[src/rtl/ctrl_pkg.sv]
// Shared encodings for the multi-cycle MIPS control path: FSM states,
// instruction opcode/funct values and the ALU operation codes used by the ALU mux.
package ctrl_pkg;

  typedef enum logic [3:0] {
    S_IF      = 4'd0,
    S_ID      = 4'd1,
    S_EX_R    = 4'd2,
    S_WB_R    = 4'd3,
    S_EX_ADDR = 4'd4,
    S_MEM_RD  = 4'd5,
    S_MEM_WR  = 4'd6,
    S_WB_LW   = 4'd7,
    S_WB_I    = 4'd8,
    S_EX_BEQ  = 4'd9,
    S_EX_J    = 4'd10
  } state_e;

  localparam logic [5:0] OP_RTYPE = 6'b000000;
  localparam logic [5:0] OP_LW    = 6'b100011;
  localparam logic [5:0] OP_SW    = 6'b101011;
  localparam logic [5:0] OP_BEQ   = 6'b000100;
  localparam logic [5:0] OP_J     = 6'b000010;
  localparam logic [5:0] OP_ADDI  = 6'b001000;

  localparam logic [5:0] FN_ADD = 6'b100000;
  localparam logic [5:0] FN_SUB = 6'b100010;
  localparam logic [5:0] FN_AND = 6'b100100;
  localparam logic [5:0] FN_OR  = 6'b100101;
  localparam logic [5:0] FN_XOR = 6'b100110;
  localparam logic [5:0] FN_NOR = 6'b100111;
  localparam logic [5:0] FN_SLT = 6'b101010;
  localparam logic [5:0] FN_SRL = 6'b000010;

  localparam logic [2:0] ALU_AND = 3'b000;
  localparam logic [2:0] ALU_OR  = 3'b001;
  localparam logic [2:0] ALU_ADD = 3'b010;
  localparam logic [2:0] ALU_XOR = 3'b011;
  localparam logic [2:0] ALU_NOR = 3'b100;
  localparam logic [2:0] ALU_SRL = 3'b101;
  localparam logic [2:0] ALU_SUB = 3'b110;
  localparam logic [2:0] ALU_SLT = 3'b111;

  typedef struct packed {
    logic       pc_write;
    logic       iord;
    logic       mem_read;
    logic       mem_write;
    logic       ir_write;
    logic       reg_dst;
    logic       mem_to_reg;
    logic       reg_write;
    logic [1:0] alu_src_a;
    logic [1:0] alu_src_b;
    logic [1:0] pc_source;
    logic [2:0] alu_operation;
    logic       illegal;
  } ctrl_t;

  // Quiescent control word: nothing enabled, ALU left on ADD.
  localparam ctrl_t CTRL_IDLE = '{
    pc_write: 1'b0, iord: 1'b0, mem_read: 1'b0, mem_write: 1'b0,
    ir_write: 1'b0, reg_dst: 1'b0, mem_to_reg: 1'b0, reg_write: 1'b0,
    alu_src_a: 2'b00, alu_src_b: 2'b00, pc_source: 2'b00,
    alu_operation: ALU_ADD, illegal: 1'b0
  };

endpackage

[src/rtl/multi_cycle_ctrl_if.sv]
// Controller <-> datapath/memory bundle: IR fields and flags in, enables and selects out.
interface multi_cycle_ctrl_if;
  logic [5:0] opcode;
  logic [5:0] funct;
  logic       zero;
  logic       mem_ready;
  logic       pc_write;
  logic       iord;
  logic       mem_read;
  logic       mem_write;
  logic       ir_write;
  logic       reg_dst;
  logic       mem_to_reg;
  logic       reg_write;
  logic [1:0] alu_src_a;
  logic [1:0] alu_src_b;
  logic [1:0] pc_source;
  logic [2:0] alu_operation;
  logic       illegal;
  logic [3:0] state;

  modport master (
    input  opcode, funct, zero, mem_ready,
    output pc_write, iord, mem_read, mem_write, ir_write, reg_dst, mem_to_reg,
           reg_write, alu_src_a, alu_src_b, pc_source, alu_operation, illegal, state
  );

  modport slave (
    output opcode, funct, zero, mem_ready,
    input  pc_write, iord, mem_read, mem_write, ir_write, reg_dst, mem_to_reg,
           reg_write, alu_src_a, alu_src_b, pc_source, alu_operation, illegal, state
  );
endinterface

[src/rtl/alu_op_decode.sv]
// R-type funct decoder: ALU operation, legality and the srl flag (shamt on ALU A).
module alu_op_decode
  import ctrl_pkg::*;
(
  input  logic [5:0] funct_i,
  output logic [2:0] alu_operation_o,
  output logic       legal_o,
  output logic       is_srl_o
);

  always_comb begin
    alu_operation_o = ALU_ADD;
    legal_o         = 1'b1;
    is_srl_o        = 1'b0;
    case (funct_i)
      FN_ADD: alu_operation_o = ALU_ADD;
      FN_SUB: alu_operation_o = ALU_SUB;
      FN_AND: alu_operation_o = ALU_AND;
      FN_OR:  alu_operation_o = ALU_OR;
      FN_XOR: alu_operation_o = ALU_XOR;
      FN_NOR: alu_operation_o = ALU_NOR;
      FN_SLT: alu_operation_o = ALU_SLT;
      FN_SRL: begin
        alu_operation_o = ALU_SRL;
        is_srl_o        = 1'b1;
      end
      default: legal_o = 1'b0;
    endcase
  end

endmodule

[src/rtl/multi_cycle_ctrl.sv]
// Moore control FSM for the multi-cycle MIPS datapath; IF and MEM states stretch
// on mem_ready, all outputs are decoded from the state register.
module multi_cycle_ctrl
  import ctrl_pkg::*;
(
  input  logic                 clk,
  input  logic                 rst_n,
  multi_cycle_ctrl_if.master   bus
);

  state_e     state_q, state_d;
  ctrl_t      ctrl;
  logic [2:0] fn_alu_op;
  logic       fn_legal;
  logic       fn_is_srl;
  logic       instr_ok;

  alu_op_decode u_alu_op_decode (
    .funct_i         (bus.funct),
    .alu_operation_o (fn_alu_op),
    .legal_o         (fn_legal),
    .is_srl_o        (fn_is_srl)
  );

  always_comb begin
    instr_ok = 1'b0;
    case (bus.opcode)
      OP_RTYPE:                            instr_ok = fn_legal;
      OP_LW, OP_SW, OP_ADDI, OP_BEQ, OP_J: instr_ok = 1'b1;
      default:                             instr_ok = 1'b0;
    endcase
  end

  always_ff @(posedge clk or negedge rst_n) begin
    if (!rst_n) state_q <= S_IF;
    else        state_q <= state_d;
  end

  always_comb begin
    state_d = state_q;
    case (state_q)
      S_IF:      if (bus.mem_ready) state_d = S_ID;
      S_ID: begin
        if (!instr_ok)                                 state_d = S_IF;
        else if (bus.opcode == OP_RTYPE)               state_d = S_EX_R;
        else if (bus.opcode == OP_BEQ)                 state_d = S_EX_BEQ;
        else if (bus.opcode == OP_J)                   state_d = S_EX_J;
        else                                           state_d = S_EX_ADDR;
      end
      S_EX_R:    state_d = S_WB_R;
      S_EX_ADDR: begin
        if (bus.opcode == OP_LW)      state_d = S_MEM_RD;
        else if (bus.opcode == OP_SW) state_d = S_MEM_WR;
        else                          state_d = S_WB_I;
      end
      S_MEM_RD:  if (bus.mem_ready) state_d = S_WB_LW;
      S_MEM_WR:  if (bus.mem_ready) state_d = S_IF;
      default:   state_d = S_IF;
    endcase
  end

  // Outputs are forced quiescent while rst_n is low, since IF would otherwise strobe mem_read.
  always_comb begin
    ctrl = CTRL_IDLE;
    if (rst_n) begin
      case (state_q)
        S_IF: begin
          ctrl.mem_read  = 1'b1;
          ctrl.alu_src_b = 2'b01;
          ctrl.ir_write  = bus.mem_ready;
          ctrl.pc_write  = bus.mem_ready;
        end
        S_ID: begin
          ctrl.alu_src_b = 2'b11;
          ctrl.illegal   = !instr_ok;
        end
        S_EX_R: begin
          ctrl.alu_src_a     = fn_is_srl ? 2'b10 : 2'b01;
          ctrl.alu_operation = fn_alu_op;
        end
        S_WB_R: begin
          ctrl.reg_dst   = 1'b1;
          ctrl.reg_write = 1'b1;
        end
        S_EX_ADDR: begin
          ctrl.alu_src_a = 2'b01;
          ctrl.alu_src_b = 2'b10;
        end
        S_MEM_RD: begin
          ctrl.iord     = 1'b1;
          ctrl.mem_read = 1'b1;
        end
        S_MEM_WR: begin
          ctrl.iord      = 1'b1;
          ctrl.mem_write = 1'b1;
        end
        S_WB_LW: begin
          ctrl.mem_to_reg = 1'b1;
          ctrl.reg_write  = 1'b1;
        end
        S_WB_I:  ctrl.reg_write = 1'b1;
        S_EX_BEQ: begin
          ctrl.alu_src_a     = 2'b01;
          ctrl.alu_operation = ALU_SUB;
          ctrl.pc_source     = 2'b01;
          ctrl.pc_write      = bus.zero;
        end
        S_EX_J: begin
          ctrl.pc_source = 2'b10;
          ctrl.pc_write  = 1'b1;
        end
        default: ctrl = CTRL_IDLE;
      endcase
    end
  end

  assign bus.pc_write      = ctrl.pc_write;
  assign bus.iord          = ctrl.iord;
  assign bus.mem_read      = ctrl.mem_read;
  assign bus.mem_write     = ctrl.mem_write;
  assign bus.ir_write      = ctrl.ir_write;
  assign bus.reg_dst       = ctrl.reg_dst;
  assign bus.mem_to_reg    = ctrl.mem_to_reg;
  assign bus.reg_write     = ctrl.reg_write;
  assign bus.alu_src_a     = ctrl.alu_src_a;
  assign bus.alu_src_b     = ctrl.alu_src_b;
  assign bus.pc_source     = ctrl.pc_source;
  assign bus.alu_operation = ctrl.alu_operation;
  assign bus.illegal       = ctrl.illegal;
  assign bus.state         = state_q;

endmodule

[src/flat_wrapper.sv]
// flat-port wrapper written by rule: the top's interface ports become plain ports
module multi_cycle_ctrl_flat import ctrl_pkg::*;
  (clk, rst_n, bus_opcode, bus_funct, bus_zero, bus_mem_ready, bus_pc_write, bus_iord, bus_mem_read, bus_mem_write, bus_ir_write, bus_reg_dst, bus_mem_to_reg, bus_reg_write, bus_alu_src_a, bus_alu_src_b, bus_pc_source, bus_alu_operation, bus_illegal, bus_state);
  multi_cycle_ctrl_if bus_i ();
  input  logic clk;
  input  logic rst_n;
  input wire logic [$bits(bus_i.opcode)-1:0] bus_opcode;
  input wire logic [$bits(bus_i.funct)-1:0] bus_funct;
  input wire logic [$bits(bus_i.zero)-1:0] bus_zero;
  input wire logic [$bits(bus_i.mem_ready)-1:0] bus_mem_ready;
  output wire logic [$bits(bus_i.pc_write)-1:0] bus_pc_write;
  output wire logic [$bits(bus_i.iord)-1:0] bus_iord;
  output wire logic [$bits(bus_i.mem_read)-1:0] bus_mem_read;
  output wire logic [$bits(bus_i.mem_write)-1:0] bus_mem_write;
  output wire logic [$bits(bus_i.ir_write)-1:0] bus_ir_write;
  output wire logic [$bits(bus_i.reg_dst)-1:0] bus_reg_dst;
  output wire logic [$bits(bus_i.mem_to_reg)-1:0] bus_mem_to_reg;
  output wire logic [$bits(bus_i.reg_write)-1:0] bus_reg_write;
  output wire logic [$bits(bus_i.alu_src_a)-1:0] bus_alu_src_a;
  output wire logic [$bits(bus_i.alu_src_b)-1:0] bus_alu_src_b;
  output wire logic [$bits(bus_i.pc_source)-1:0] bus_pc_source;
  output wire logic [$bits(bus_i.alu_operation)-1:0] bus_alu_operation;
  output wire logic [$bits(bus_i.illegal)-1:0] bus_illegal;
  output wire logic [$bits(bus_i.state)-1:0] bus_state;
  assign bus_i.opcode = bus_opcode;
  assign bus_i.funct = bus_funct;
  assign bus_i.zero = bus_zero;
  assign bus_i.mem_ready = bus_mem_ready;
  assign bus_pc_write = bus_i.pc_write;
  assign bus_iord = bus_i.iord;
  assign bus_mem_read = bus_i.mem_read;
  assign bus_mem_write = bus_i.mem_write;
  assign bus_ir_write = bus_i.ir_write;
  assign bus_reg_dst = bus_i.reg_dst;
  assign bus_mem_to_reg = bus_i.mem_to_reg;
  assign bus_reg_write = bus_i.reg_write;
  assign bus_alu_src_a = bus_i.alu_src_a;
  assign bus_alu_src_b = bus_i.alu_src_b;
  assign bus_pc_source = bus_i.pc_source;
  assign bus_alu_operation = bus_i.alu_operation;
  assign bus_illegal = bus_i.illegal;
  assign bus_state = bus_i.state;
  multi_cycle_ctrl u_core (.clk(clk), .rst_n(rst_n), .bus(bus_i));
endmodule
[config.mk]
export PLATFORM = sky130hd
export DESIGN_NAME = multi_cycle_ctrl_flat
export DESIGN_NICKNAME = d
export VERILOG_FILES = /design/src/rtl/ctrl_pkg.sv /design/src/rtl/multi_cycle_ctrl_if.sv /design/src/rtl/alu_op_decode.sv /design/src/rtl/multi_cycle_ctrl.sv /design/src/flat_wrapper.sv
export SDC_FILE = /design/constraint.sdc
export NUM_CORES = 1
export LEC_CHECK = 0
export BUFFER_PORTS_ARGS = -buffer_cell sky130_fd_sc_hd__buf_2
export CAP_MARGIN = 20
export CELL_PAD_IN_SITES_DETAIL_PLACEMENT = 2
export CELL_PAD_IN_SITES_GLOBAL_PLACEMENT = 2
export CORE_MARGIN = 1.5
export CORE_UTILIZATION = 22
export CTS_BUF_LIST = sky130_fd_sc_hd__clkbuf_4 sky130_fd_sc_hd__clkbuf_8
export DETAILED_ROUTE_END_ITERATION = 8
export PLACE_DENSITY = 0.9
export SETUP_SLACK_MARGIN = 0.4
export SLEW_MARGIN = 20
export SYNTH_ARGS = -nofsm -noshare
export SYNTH_HDL_FRONTEND = slang
export SYNTH_SLANG_ARGS = --single-unit
export TNS_END_PERCENT = 30
[constraint.sdc]
create_clock -name clk -period 3.1 [get_ports clk]
set_input_delay 0.775 -clock clk [delete_from_list [all_inputs] [get_ports clk]]
set_output_delay 0.775 -clock clk [all_outputs]
set_load 0.005 [all_outputs]
==> flow_summary.yaml, run 1 <==
timing:
  max_freq_mhz: 343.4
  finalSetupTns_ps: 0
  slew_headroom_pct: 66.66
  period_needed_ps: 2912
  fin_skew_ps: 4.512
  worstMarginPinSlew_ps: 493.2
  maxSlewViolCount: 0
  setup_violations: 0
  rsz0062_at_grt: "true"
  setup_ws_ps: 187.9
  hold_violations: 0
  period_share_pct: 93.94
drt:
  ant_nets: 0
  dr.first_iter.drc_count: 28
  drc_errors: 0
  wl_per_cell_um: 15.03
  vias: 963
  wirelength_um: 2796
  drt-vias-per-instance: 5.177
  firstDrtPassIters: 4
synthesis:
  ys_seq_elements: 4
  syn_inst: 105
  yosysSeqAreaShare_pct: 14.47
  avgSynthCellArea_um2: 6.590
  synth-async-reset-ratio_pct: 100.0
  syn_area_um2: 691.9
  synthFlopType: "dfrtp_1"
  yosysTopAreaCell: "dfrtp_1"
  synth_edf_count: 0
  synth_nets: 121
  yosys.area.top_type_share_pct: 14.47
  ys_types: 43
  synth_area_leaders: "dfrtp_1 (14%), nand2_1 (9.2%), nor2_1 (8.1%)"
  ys.warnings.count: 0
cts:
  clock_path_buffers: 2
  cts_tree: "yes"
  htree_levels: 1
  path_clk_slew_ps: 40
  ctsRootBufferMaster: "clkbuf_4"
  insertion_delay_ps: 240
  numCtsBuffers: 3
  clock-sinks: 4
die:
  fp.dieW_um: 59.08
  rows: 20
  die_h_um: 59.08
  io_pins: 38
  die_area_mm2: 0.003490
  initial_core_util_pct: 22.85
  fp.coreArea_mm2: 0.003028
global_routing:
  gr-usage-all-layers_pct: 17.12
  grt_overflow: 0
  grt_pass1_wl_um: 4657
  grt_pass1_vias: 970
  antenna_found_initial: 0
  grt_max_degree: 16
setup_path:
  arrival_ps: 2140
  cp_top_family: "simple AND/OR/NAND/NOR gates"
  required_ps: 2320
  critPathLaunchType: "primary input"
  slowest_stage: "or4_4"
  r2r_slack_ps: 1170
  endpoint_kind: "output port"
  cp_slowest_stage_delay_ps: 560
  critPathMaxFanout: 2
  crit_chain: "buf_8 -> or4_4 -> nor2_4 -> o21bai_4 -> a31oi_4 -> o211a_1 -> buf_2"
  cp_num_buf_inv: 2
  path_depth: 7
  rr_worst_depth: 5
  crit_type: "in -> out"
power_and_ir_drop:
  switching_share_pct: 47.98
  p_clk_share_pct: 15.9
  total_leakage_power_uw: 0.0004600
  p_int_uw: 210.9
  p_per_area_mw_per_mm2: 392.4
  vdd_drop_max_mv: 0.1834
  power.switching_uw: 194.6
  combinationalPowerShare_pct: 57.4
  seqPwrFrac_pct: 26.6
status:
  outcome: "complete, no violations"
job:
  max_cap_violations: 0
finish:
  antennaDiodeCount: 0
  largest_reg_flops: 4
  syn_to_final_growth_pct: 49.37
  fin_nets: 160
  drive_above_1_share_pct: 35.92
placement:
  hpwlAfterDp_um: 2167
  place.gp.congestion: 0.8728
  portBuffers: 37
  place_ws_ps: 92.89
hold_path:
  hp-class: "in -> async"
## layout make-up
class,count,area [µm²]
clock buffer,3,22.52
fill,358,1994
inverter,4,15.01
multi-input combinational,91,614.3
sequential,4,100.1
tap,44,55.05
timing repair buffer,40,226.5
## worst register-to-register path, stage by stage, from the launching register on
cell	delay, ps
dfrtp_1	620
nor4b_1	480
inv_1	130
nor2_1	170
a222oi_1	120
nor4b_1	300
## routing by layer
layer	global-route usage (%)	up-vias	share of wire, %
met5	0	-	0
met4	3.896	0	0.61
met3	1.528	2	3.4
met2	31.75	26	53
met1	21.19	467	43
li1	-	468	-
## final timing paths
kind	endpoint	start
min	u_core.bus.state[3]$_DFFE_PN0P_	rst_n
min reg2reg	u_core.bus.state[0]$_DFFE_PN0P_	u_core.bus.state[3]$_DFFE_PN0P_
max	bus_illegal	bus_opcode[5]
max in group asynchronous	u_core.bus.state[0]$_DFFE_PN0P_	rst_n
max reg2reg	u_core.bus.state[0]$_DFFE_PN0P_	u_core.bus.state[0]$_DFFE_PN0P_
min in group clk	u_core.bus.state[0]$_DFFE_PN0P_	u_core.bus.state[3]$_DFFE_PN0P_
## Yosys cell counts (4+ instances only)
cell and n:
inv_1 4, clkbuf_1 5, dfrtp_1 4, nand2_1 17
o21ai_0 5, nand2b_1 4, nor3_1 4, nor4b_1 4
nor2b_1 4, nor2_1 15
## per-stage QoR
step / std cells / hold WS (ps) / instance area (µm²) / total power, µW / utilization [%]
after CTS: 186 / 395.3 / 1033 / 411.8 / 34.13
after detailed placement: 180 / 652.4 / 908.4 / 327.6 / 30.00
after floorplan: 105 / 479.4 / 691.9 / 235.7 / -
final: 186 / 400.6 / 1033 / 405.5 / 34.13
after global routing: 186 / 398.0 / 1033 / 449.2 / 34.13
after global placement: 180 / 643.2 / 908.4 / 316.3 / 30.00
## layout by cell type (no fill, tap or decap), types with 4 or more instances in the layout
| cell | n |
|---|---|
| nor2b_1 | 4 |
| dfrtp_1 | 4 |
| nor2_1 | 15 |
| nand2_1 | 17 |
| buf_4 | 4 |
| buf_2 | 34 |
| inv_1 | 4 |
| nor4b_1 | 4 |
| o21ai_0 | 5 |
## power groups by stage
stage                     sequential (µW)  combinational, µW  clock, µW
after global placement                106                210          0
after detailed placement              107                220          0
final                                 108                233       64.7
after floorplan                      77.9                158          0
after CTS                             107                236       68.7
after global routing                  113                261       75.1
## cells by family (layout without fill, tap and decap cells)
group	count (synthesis)	after routing	synth area share (%)
AO/OA/AOI/OAI	26	26	27.85
XOR/XNOR	2	2	2.532
adder cells (fa/ha/maj)	1	1	1.447
buffers and inverters	10	47	5.605
flip-flops	4	4	14.47
multiplexers	1	1	1.447
AND/OR/NAND/NOR	61	61	46.65
## what timing repair did
action	4_1_cts	5_1_grt
endpoints found under the hold margin	0	0
gates resized for setup	16	0
pin swaps	4	0
hold buffers	0	0
cloned	0	0
setup buffers	3	0
endpoints found under the setup margin	3	4
No activity file was read; power rests on OpenSTA's default activity.
==> inputs of run 2 (changes only) <==
- PLACE_DENSITY: 0.9 -> unset
- PLACE_DENSITY_LB_ADDON: unset -> 0.1
==> run 2 against run 1 <==
  * Clock skew fell by 3.3 ps
  * Fmax rose by 2.3%
  * First-iteration DRC count rose by 21%
  * Cell count fell by 0.54%
  * Sequential share of layout area rose by 0.095 points
  * Sequential power barely moved
  * Highest routed layer unchanged
==> flow_summary.yaml, run 2 (same netlist as run 1, synthesis figures left out) <==
setup_path:
  critPathMaxFanout: 2
  crit_type: "in -> out"
  arrival_ps: 2070
  required_ps: 2320
  critPathLaunchType: "primary input"
  reg2reg_from: "u_core.bus.state[0]$_DFFE_PN0P_"
  endpoint_kind: "output port"
  startpoint: "bus_opcode[5]"
placement:
  place_inst: 180
  place.gp.congestion: 0.8633
  hpwlAfterDp_um: 2150
  portBuffers: 37
cts:
  cts_tree: "yes"
  clock-sinks: 4
  cts_hold_buf: 0
  path_clk_slew_ps: 40
  numCtsBuffers: 3
  ctsRootBufferMaster: "clkbuf_4"
  clock_path_buffers: 2
  htree_levels: 1
  insertion_delay_ps: 230
finish:
  final_cells: 185
  final_util_pct: 33.80
  layout_common_cells: "buf_2 (34), nand2_1 (17), nor2_1 (15), o21ai_0 (5)"
  syn_to_final_growth_pct: 47.92
  mostFrequentLayoutCell: "buf_2"
  n_fill_cell: 371
  fin_nets: 159
  drive_above_1_share_pct: 36.88
  antennaDiodeCount: 0
  largest_reg_flops: 4
die:
  die_area_mm2: 0.003490
  io_pins: 38
  fp.dieW_um: 59.08
  fp.coreArea_mm2: 0.003028
  rows: 20
  initial_core_util_pct: 22.85
  die_h_um: 59.08
drt:
  wirelength_um: 2714
  ant_nets: 0
  dr.first_iter.drc_count: 34
  vias: 941
  firstDrtPassIters: 4
  drt-vias-per-instance: 5.086
  drc_errors: 0
  wl_per_cell_um: 14.67
global_routing:
  antenna_found_initial: 0
  grt_overflow: 0
  grt_pass1_vias: 954
  grt_max_degree: 16
  gr-usage-all-layers_pct: 16.28
  grt_pass1_wl_um: 4395
job:
  max_cap_violations: 0
power_and_ir_drop:
  p_per_area_mw_per_mm2: 393.1
  vdd_drop_max_mv: 0.1193
  total_leakage_power_uw: 0.0004539
timing:
  period_share_pct: 91.83
  setup_violations: 0
  hold_violations: 0
  rsz0062_at_grt: "true"
  period_needed_ps: 2847
  fin_skew_ps: 1.228
  maxSlewViolCount: 0
  max_freq_mhz: 351.3
  finalSetupTns_ps: 0
  slew_headroom_pct: 65.17
  worstMarginPinSlew_ps: 515.2
status:
  outcome: "complete, no violations"
hold_path:
  hp-class: "in -> async"
==> run 2: cell count changes in the layout (fill, tap and decap cells not counted), sizes merged <==
cell | previous run | this run
buf | 40 | 39
==> run 2: worst paths after layout <==
| kind | end | slack (ps) | depth (start not counted) |
|---|---|---|---|
| worst max register to register | u_core.bus.state[0]$_DFFE_PN0P_ | 1140 | 5 |
| worst min register to register | u_core.bus.state[0]$_DFFE_PN0P_ | 730 | 1 |
| min in group clk | u_core.bus.state[0]$_DFFE_PN0P_ | 730 | 1 |
| max in group asynchronous | u_core.bus.state[3]$_DFFE_PN0P_ | 2510 | 1 |
| worst max-delay path | bus_illegal | 250 | 7 |
| worst min-delay path | u_core.bus.state[0]$_DFFE_PN0P_ | 400 | 1 |
==> run 2: through the flow <==
stage               total power, µW  instance area (µm²)  hold slack [ps]  worst slack (ps)
global placement              321.5                908.4            649.2             159.2
CTS                           408.1                 1011            397.7             239.6
global route                  441.5                 1023            404.7             208.1
finish                        402.4                 1023            401.3             253.3
floorplan                     235.7                691.9            479.4             445.6
detailed placement            327.5                908.4            650.1             114.8
==> run 2: worst max-delay path: stages <==
cell and delay, ps:
buf_8 90, or4_4 550, nor2_4 100, o21bai_4 130, a31oi_2 60, o211a_1 230, buf_2 120
==> run 2: timing repair <==
item,4_1_cts,5_1_grt
gates cloned,0,0
resized for setup,14,2
pin swaps,4,1
buffers inserted,2,0
endpoints found under the setup margin,3,5
==> run 2: power breakdown <==
group,switching [µW],internal (µW)
Combinational,127,104
Sequential,45.3,63.5
Clock,19.7,43.2
==> run 2: layout make-up <==
type                       instances  area, µm²  share of cell area (%)
multi-input combinational         91      611.8                   59.78
timing repair buffer              39      219.0                   21.39
sequential                         4      100.1                   9.780
tap                               44      55.05                   5.379
clock buffer                       3      22.52                   2.200
inverter                           4      15.01                   1.467
==> run 2: layer usage <==
layer  GRT usage, %  share of wire (%)  wire length [µm]  vias up
li1               -                  -                 -      465
met3         0.8734                3.7               100        2
met2          29.37                 51              1373       28
met1          20.71                 46              1237      446
met4          4.870              0.074                 2        0
met5              0                  0                 0        -
==> inputs of run 3 (changes only) <==
==> constraint.sdc (replaced) <==
create_clock -name clk -period 3.1 [get_ports clk]
set_input_delay 0.31 -clock clk [delete_from_list [all_inputs] [get_ports clk]]
set_output_delay 0.31 -clock clk [all_outputs]
set_load 0.005 [all_outputs]
==> run 3 against run 2 <==
  * First-iteration DRC count increased by 12%
  * Design area decreased by 8.1%
  * Largest cell class unchanged
  * Clock skew about the same
  * Register-to-register slack improved by 40 ps
  * Sequential power about the same
  * Routed wire length decreased by 1.7%
  * Critical path type is now reg -> out
==> flow_summary.yaml, run 3 (same netlist as run 1, synthesis figures left out) <==
drt:
  dr.first_iter.drc_count: 38
  firstDrtPassIters: 4
  vias: 928
  wirelength_um: 2669
  wl_per_cell_um: 14.51
  drc_errors: 0
  drt-vias-per-instance: 5.043
  ant_nets: 0
cts:
  cts_resized: 0
  ctsRootBufferMaster: "clkbuf_4"
  cts_hold_buf: 1
  insertion_delay_ps: 230
  clock_path_buffers: 2
  path_clk_slew_ps: 40
  cts_tree: "yes"
  clock-sinks: 4
  postCtsSetupBuffers: 0
  htree_levels: 1
  numCtsBuffers: 3
timing:
  fin_skew_ps: 1.606
  period_needed_ps: 2069
  hold_violations: 0
  worstMarginPinSlew_ps: 499.8
  finalSetupTns_ps: 0
  slew_headroom_pct: 66.21
  hold-worst-slack_ps: 399.6
  rsz0062_at_grt: "false"
  maxSlewViolCount: 0
  period_share_pct: 66.74
  max_freq_mhz: 483.4
  setup_violations: 0
finish:
  syn_to_final_growth_pct: 35.99
  final_util_pct: 31.07
  fin_area_um2: 940.9
  drive_above_1_share_pct: 30.00
  fin_nets: 158
  mostFrequentLayoutCell: "buf_2"
  largest_reg_flops: 4
  antennaDiodeCount: 0
  layout_common_cells: "buf_2 (37), nand2_1 (17), nor2_1 (15), o21ai_0 (5)"
hold_path:
  worstHoldStart: "bus_opcode[2]"
  holdPathEnd: "u_core.bus.state[1]$_DFFE_PN0P_"
  hp-class: "in -> reg"
  whs_path_depth: 2
global_routing:
  met1_usage_pct: 20.32
  met2_usage_pct: 29.05
  use_met3_pct: 0.8734
  grt_max_degree: 16
  grt_pass1_vias: 942
  grt_overflow: 0
  antenna_found_initial: 0
  gr-usage-all-layers_pct: 16.06
  grt_pass1_wl_um: 4326
  grt_most_used_layer: "met2"
power_and_ir_drop:
  p_per_area_mw_per_mm2: 412.7
  power_uw: 388.4
  vdd_drop_max_mv: 0.1202
  total_leakage_power_uw: 0.0004251
setup_path:
  crit_type: "reg -> out"
  rr_worst_depth: 5
  reg2reg_from: "u_core.bus.state[0]$_DFFE_PN0P_"
  critPathLaunchType: "register"
  arrival_ps: 1760
  slowest_stage: "dfrtp_1"
  critPathMaxFanout: 15
  timing.rr.end: "u_core.bus.state[0]$_DFFE_PN0P_"
  cp_slowest_stage_delay_ps: 620
  r2r_slack_ps: 1180
  cp_num_buf_inv: 2
  endpoint_kind: "output port"
  cp_top_family: "flip-flops"
  crit_chain: "nor4b_1 -> inv_1 -> a21boi_0 -> buf_2"
  startpoint: "u_core.bus.state[0]$_DFFE_PN0P_"
  required_ps: 2790
die:
  fp.dieW_um: 59.08
  initial_core_util_pct: 22.85
  fp.coreArea_mm2: 0.003028
  io_pins: 38
  die_h_um: 59.08
  die_area_mm2: 0.003490
  rows: 20
placement:
  hpwlAfterDp_um: 2150
  portBuffers: 37
  place.gp.congestion: 0.8633
  place_area_um2: 908.4
job:
  max_cap_violations: 0
status:
  outcome: "complete, no violations"
-- run 3: cell types whose count changed in the layout (fill, tap and decap cells not counted), sizes merged --
cell,before,now
buf,39,37
dlygate4sd3,0,1
-- run 3: worst max-delay path by stage --
stage	endpoint	depth (start not counted)
floorplan	bus_alu_src_a[0]	5
global placement	bus_alu_src_a[0]	7
detailed placement	bus_alu_src_a[0]	7
CTS	bus_alu_src_b[1]	4
global route	bus_alu_src_b[1]	4
finish	bus_alu_src_b[1]	4
-- run 3: area by class of cell --
| cell class | instances | area, µm² |
|---|---|---|
| flip-flops and latches | 4 | 100.1 |
| fillers | 376 | 2087 |
| inverters | 4 | 15.01 |
| clock buffers | 3 | 22.52 |
| well taps | 44 | 55.05 |
| repair buffers | 38 | 195.2 |
| multi-input cells | 91 | 553.0 |
-- run 3: metrics by stage --
step / std cells / setup slack, ps
2_1_floorplan: 105 / 1376
3_3_place_gp: 180 / 1089
3_5_place_dp: 180 / 1045
4_1_cts: 184 / 994.2
5_1_grt: 184 / 800.4
6_report: 184 / 1031
-- run 3: worst register-to-register path: cells and delay by family (launching register included) --
family,cells,cell delay (ps)
simple gates,3,960
flops,1,620
compound gates,1,120
buf+inv,1,110
-- run 3: metal layers --
metal  routed length [µm]  part of all wire [%]
met2                 1354                    51
met5                    0                     0
met1                 1218                    46
met4                    2                 0.075
met3                   93                   3.5
-- run 3: power by group --
group / internal [µW] / switching [µW] / leakage, µW
logic: 97.1 / 120 / 0.000358
clock network: 43.2 / 19.9 / 0.0000138
registers: 63.5 / 45.2 / 0.0000536
